## src/rtl/param_sync_fifo.sv

```systemverilog
// -----------------------------------------------------------------------------
// param_sync_fifo
//   Single-clock parameterised FIFO with registered status flags, sticky
//   overflow/underflow error flags, synchronous flush and an optional
//   first-word-fall-through read port.
//
//   Optional feature macro: PARAM_SYNC_FIFO_HWM_EN
//     When defined, adds output o_hwm, the peak o_count since reset.
//     i_err_clr reloads it with the current count.
//
// Parameters
//   DATA_W  data width in bits
//   DEPTH   number of entries (power of two)
//   UPP_TH  almost-full margin  (o_alm_full  when count >= DEPTH-UPP_TH)
//   LOW_TH  almost-empty margin (o_alm_empty when count <= LOW_TH)
//   FWFT    0 = data one cycle after a read, 1 = head entry always shown
//
// Ports
//   clk, rstn        clock, synchronous active-low reset
//   i_flush          empty the FIFO (error flags kept)
//   i_err_clr        clear o_ovf / o_udf (wins over a same-cycle set)
//   i_wren/i_wrdata  write request and data
//   i_rden           read request (FWFT: pop head)
//   o_rddata/o_rvalid read data and its valid
//   o_full, o_alm_full, o_alm_empty, o_empty  registered status flags
//   o_count          occupancy 0..DEPTH
//   o_ovf, o_udf     sticky overflow / underflow
// -----------------------------------------------------------------------------
module param_sync_fifo #(
    parameter int DATA_W = 32,
    parameter int DEPTH  = 16,
    parameter int UPP_TH = 4,
    parameter int LOW_TH = 2,
    parameter int FWFT   = 0
) (
    input  logic                       clk,
    input  logic                       rstn,
    input  logic                       i_flush,
    input  logic                       i_err_clr,
    input  logic                       i_wren,
    input  logic [DATA_W-1:0]          i_wrdata,
    input  logic                       i_rden,
    output logic [DATA_W-1:0]          o_rddata,
    output logic                       o_rvalid,
    output logic                       o_full,
    output logic                       o_alm_full,
    output logic                       o_alm_empty,
    output logic                       o_empty,
    output logic [$clog2(DEPTH):0]     o_count,
    output logic                       o_ovf,
    output logic                       o_udf
`ifdef PARAM_SYNC_FIFO_HWM_EN
    ,
    output logic [$clog2(DEPTH):0]     o_hwm
`endif
);

    localparam int AW = $clog2(DEPTH);
    localparam int CW = AW + 1;
    localparam logic [CW-1:0] FULL_LVL  = CW'(DEPTH);
    localparam logic [CW-1:0] AFULL_LVL = CW'(DEPTH - UPP_TH);
    localparam logic [CW-1:0] AEMPT_LVL = CW'(LOW_TH);

    logic [DATA_W-1:0] mem [DEPTH];

    logic [AW-1:0]     wr_ptr_q, wr_ptr_d;
    logic [AW-1:0]     rd_ptr_q, rd_ptr_d;
    logic [CW-1:0]     count_q, count_d;
    logic              full_q, full_d;
    logic              alm_full_q, alm_full_d;
    logic              alm_empty_q, alm_empty_d;
    logic              empty_q, empty_d;
    logic              ovf_q, ovf_d;
    logic              udf_q, udf_d;
    logic [DATA_W-1:0] rddata_q, rddata_d;
    logic              rvalid_q, rvalid_d;
    logic              wr_acc, rd_acc;

    // Accesses are decided from the registered flags; flush swallows both.
    // A read frees a slot, so a write at full is still accepted alongside it.
    always_comb begin
        rd_acc = i_rden && !empty_q && !i_flush;
        wr_acc = i_wren && (!full_q || rd_acc) && !i_flush;
    end

    always_comb begin
        wr_ptr_d = wr_ptr_q;
        rd_ptr_d = rd_ptr_q;
        count_d  = count_q;
        ovf_d    = ovf_q;
        udf_d    = udf_q;
        if (i_flush) begin
            wr_ptr_d = '0;
            rd_ptr_d = '0;
            count_d  = '0;
        end else begin
            wr_ptr_d = wr_ptr_q + AW'(wr_acc);
            rd_ptr_d = rd_ptr_q + AW'(rd_acc);
            count_d  = count_q + CW'(wr_acc) - CW'(rd_acc);
            if (i_wren && !wr_acc) ovf_d = 1'b1;
            if (i_rden && empty_q) udf_d = 1'b1;
        end
        if (i_err_clr) begin
            ovf_d = 1'b0;
            udf_d = 1'b0;
        end
        // Flags come from the next count so they line up with o_count.
        full_d      = (count_d == FULL_LVL);
        alm_full_d  = (count_d >= AFULL_LVL);
        alm_empty_d = (count_d <= AEMPT_LVL);
        empty_d     = (count_d == '0);
    end

    if (FWFT != 0) begin : g_fwft
        logic [CW-1:0] occ_after_rd;
        // The output register tracks the head that will exist after this
        // edge. When the FIFO drains to nothing except the entry being
        // written now, that entry bypasses the memory.
        always_comb begin
            occ_after_rd = count_q - CW'(rd_acc);
            rddata_d     = rddata_q;
            rvalid_d     = !empty_d;
            if (!i_flush) begin
                if (wr_acc && (occ_after_rd == '0)) begin
                    rddata_d = i_wrdata;
                end else if (count_d != '0) begin
                    rddata_d = mem[rd_ptr_d];
                end
            end
        end
    end else begin : g_std
        always_comb begin
            rddata_d = rddata_q;
            rvalid_d = 1'b0;
            if (rd_acc) begin
                rddata_d = mem[rd_ptr_q];
                rvalid_d = 1'b1;
            end
        end
    end

    // Storage is never reset; reset still blocks a same-cycle write.
    always_ff @(posedge clk) begin
        if (rstn && wr_acc) begin
            mem[wr_ptr_q] <= i_wrdata;
        end
    end

    always_ff @(posedge clk) begin
        if (!rstn) begin
            wr_ptr_q    <= '0;
            rd_ptr_q    <= '0;
            count_q     <= '0;
            full_q      <= 1'b0;
            alm_full_q  <= 1'b0;
            alm_empty_q <= 1'b1;
            empty_q     <= 1'b1;
            ovf_q       <= 1'b0;
            udf_q       <= 1'b0;
            rddata_q    <= '0;
            rvalid_q    <= 1'b0;
        end else begin
            wr_ptr_q    <= wr_ptr_d;
            rd_ptr_q    <= rd_ptr_d;
            count_q     <= count_d;
            full_q      <= full_d;
            alm_full_q  <= alm_full_d;
            alm_empty_q <= alm_empty_d;
            empty_q     <= empty_d;
            ovf_q       <= ovf_d;
            udf_q       <= udf_d;
            rddata_q    <= rddata_d;
            rvalid_q    <= rvalid_d;
        end
    end

`ifdef PARAM_SYNC_FIFO_HWM_EN
    logic [CW-1:0] hwm_q, hwm_d;

    always_comb begin
        hwm_d = hwm_q;
        if (i_err_clr) begin
            hwm_d = count_d;
        end else if (count_d > hwm_q) begin
            hwm_d = count_d;
        end
    end

    always_ff @(posedge clk) begin
        if (!rstn) hwm_q <= '0;
        else       hwm_q <= hwm_d;
    end

    assign o_hwm = hwm_q;
`endif

    assign o_rddata    = rddata_q;
    assign o_rvalid    = rvalid_q;
    assign o_full      = full_q;
    assign o_alm_full  = alm_full_q;
    assign o_alm_empty = alm_empty_q;
    assign o_empty     = empty_q;
    assign o_count     = count_q;
    assign o_ovf       = ovf_q;
    assign o_udf       = udf_q;

endmodule
```

## config.mk

```make
export PLATFORM = sky130hd
export DESIGN_NAME = param_sync_fifo
export DESIGN_NICKNAME = d
export VERILOG_FILES = /design/src/rtl/param_sync_fifo.sv
export SDC_FILE = /design/constraint.sdc
export NUM_CORES = 1
export LEC_CHECK = 0
export ABC_AREA = 1
export CAP_MARGIN = 20
export CORE_MARGIN = 2
export CORE_UTILIZATION = 66
export CTS_CLUSTER_SIZE = 30
export DETAILED_ROUTE_END_ITERATION = 8
export PLACE_DENSITY_LB_ADDON = 0.2
export SLEW_MARGIN = 30
export SYNTH_ARGS = -nofsm -noshare
export SYNTH_HDL_FRONTEND = slang
export SYNTH_SLANG_ARGS = --single-unit
```

## constraint.sdc

```tcl
create_clock -name clk -period 4.6 [get_ports clk]
set_input_delay 0.92 -clock clk [delete_from_list [all_inputs] [get_ports clk]]
set_output_delay 0.92 -clock clk [all_outputs]
set_load 0.02 [all_outputs]
```

==> impl_metrics.env <==
export IMPL_status="complete, no violations"
export IMPL_cts_made_buffers=55
export IMPL_postCtsSetupRepairBufs=0
export IMPL_grt_use_total_pct=31.3
export IMPL_tightest_slew_ns=0.943
export IMPL_synth_avg_cell_area_sq_um=10.5
export IMPL_p_total_uw=10600
export IMPL_grt_max_degree=117
export IMPL_hold_violations=0
export IMPL_vias=16167
export IMPL_startpoint_type="primary input"
export IMPL_stdcell_count=2831
export IMPL_routed_wl_microns=58100
export IMPL_ys_top_cells_by_area="edfxtp_1, nand2_1, nand3_1, inv_1, dfxtp_1"
export IMPL_grt_pass1_vias=15839
export IMPL_drt_wirelength_per_cell_microns=20.5
export IMPL_fmax_mhz=305
export IMPL_n_antenna_cell=0
export IMPL_synth_cells=2272
export IMPL_grt_overflow=0
export IMPL_syn_to_final_growth_pct=12.5
export IMPL_cts_sinks=564
export IMPL_die_area_sq_um=37700
export IMPL_cts_max_level=2
export IMPL_dp_cells=2728
export IMPL_power_density_nw_per_um2=397
export IMPL_root_buffer="clkbuf_16"
export IMPL_globalplace_congestion=0.859
export IMPL_path_cells="clkdlybuf4s50_1 > inv_2 > nand2_1 > nand2_1 > nand3_1 > nor2_2 > nand3_1 > nor2_4 > buf_4"
export IMPL_insertion_delay_ns=0.60
export IMPL_coreArea_sq_um=35600
export IMPL_path_clk_slew_ns=0.06
export IMPL_synth_top_area_cell="edfxtp_1"
export IMPL_dpl_hpwl_microns=32900
export IMPL_syn_cell_area_sq_um=23900
export IMPL_crit_buf_inv=3
export IMPL_io_pins=82
export IMPL_die_h_microns=194
export IMPL_ir_drop_v=0.000381
export IMPL_portBuffers=81
export IMPL_leakagePower_uw=0.0110
export IMPL_die_width_microns=194
export IMPL_crit_family="simple AND/OR/NAND/NOR gates"
export IMPL_cpMaxStageDelayCell="nor2_4"
export IMPL_ys_seq_area_share_pct=68.8
export IMPL_cts_buffer_depth=3
export IMPL_drc=0
export IMPL_ys_seq_elements=564
export IMPL_yosysWarnings=0
export IMPL_maxSlewHeadroom_pct=37.2
export IMPL_cts_resized=0
export IMPL_ctsHoldBuffers=0
export IMPL_skew_ns=0.0221
export IMPL_drtIter0Drc=1763
export IMPL_fin_util_pct=75.5
export IMPL_nNetsFinal=2372
export IMPL_setup_tns_final_ns=0
export IMPL_hp_class="register to register"
export IMPL_rows=69
export IMPL_grt_pass1_wl_microns=90100
export IMPL_antenna_found_initial=0
export IMPL_worstPathArrival_ns=3.54
export IMPL_crit_path_end_kind="register"
export IMPL_drv_slew=0
export IMPL_cts_tree="yes"
export IMPL_yosysTopAreaCellShare_pct=64.4
export IMPL_drtPass1Iterations=6
export IMPL_worstPathRequired_ns=4.85
export IMPL_syn_num_nets=2320
export IMPL_drive_above_1_share_pct=6.20
export IMPL_path_class="primary input to register"
export IMPL_crit_fanout=19
export IMPL_slowest_delay_ns=0.51
export IMPL_period_share_pct=71.4
export IMPL_finalCriticalPeriod_ns=3.28
export IMPL_start_util_pct=67.1
export IMPL_finalSetupViolCount=0
export IMPL_ys_types=28
export IMPL_ant_nets=0
export IMPL_rsz0062_at_grt="false"
export IMPL_viasPerCell=5.71
export IMPL_drv_cap=0
export IMPL_r2r_slack_ns=1.82
## cells in the mapped netlist (all sizes together)
master and count:
a21o 1, a21oi 8, a31oi 1, buf 105, clkbuf 12, dfxtp 52, edfxtp 512, fa 1
ha 9, inv 317, nand2 814, nand3 365, nand3b 1, nand4 1, nor2 32, o21a 32
o21ai 3, o21bai 2, or2 1, xnor2 2, xor2 1
## final timing paths
path | startpoint | endpoint | cells after the start
worst max-delay path | i_flush | mem[7][9]$_DFFE_PP_ | 9
worst min-delay path | o_ovf$_SDFFE_PP0P_ | o_ovf$_SDFFE_PP0P_ | 2
worst max register to register | rd_ptr_q[1]$_SDFF_PP0_ | o_rddata[31]$_SDFFE_PN0P_ | 8
worst min register to register | o_ovf$_SDFFE_PP0P_ | o_ovf$_SDFFE_PP0P_ | 2
## cell usage in the layout, fill, tap and decap left out, drive strengths merged, types with 2 or more instances in the layout
master and count:
buf 32, o21a 32, clkinv 22, clkbuf 73
nand3 365, nand2 814, ha 9, nor2 32
o21bai 2, inv 317, o21ai 3, a21oi 8
bufinv 5, xnor2 2, dfxtp 52, edfxtp 512
clkdlybuf4s50 80, clkinvlp 3
## sequential cells by signal, summed over array words and instances, names as in the netlist
register     count
mem            512
wr_ptr_q         4
o_full           1
o_ovf            1
o_empty          1
o_udf            1
o_alm_full       1
o_rddata        32
o_alm_empty      1
o_count          5
o_rvalid         1
rd_ptr_q         4
## tightest hold or removal path, stage by stage, from the launching register on
cell	delay [ns]
dfxtp_1	0.31
inv_1	0.04
a21oi_1	0.05
## kinds of logic (layout without fill, tap and decap cells)
logic type | count (synthesis) | count (layout) | share of synthesized area, %
and+or+nand+nor | 1214 | 1214 | 21.1
DFF | 564 | 564 | 68.8
buffers and inverters | 434 | 532 | 8.11
AOI/OAI and AO/OA | 47 | 47 | 1.36
adders and majority gates | 10 | 10 | 0.556
xor gates and xnor gates | 3 | 3 | 0.110
## report_power, final
part	total, uW	internal [uW]	switching (uW)	leakage [uW]
logic	463	154	309	0.00508
registers	5650	5630	24.5	0.00503
clock network	4530	2640	1890	0.000903
total	10600	8420	2220	0.0110
## through the flow
stage / hold WS [ns] / instance area (sq um) / setup slack (ns)
floorplan: 0.495 / 23900 / 1.24
global placement: 0.436 / 25000 / 0.765
detailed placement: 0.441 / 25000 / 0.711
CTS: 0.447 / 26800 / 1.32
global route: 0.468 / 26800 / 1.11
finish: 0.444 / 26800 / 1.32
## routing by layer
layer / GRT usage (%) / vias to the layer above / part of all wire [%]
met1: 42.8 / 7660 / 39
met3: 3.72 / 127 / 8.7
met5: 0 / - / 0
met2: 51.3 / 860 / 49
met4: 13.6 / 0 / 4.0
li1: - / 7520 / -
## final cells by class
cell class	instances	area, sq um
Clock buffer	73	1550
Sequential cell	564	16400
Timing Repair Buffer	112	1180
Inverter	317	1200
Fill cell	2333	8730
Multi-Input combinational cell	1274	5630
Tap cell	461	577
Clock inverter	30	284
(Power assumes the default switching activity.)
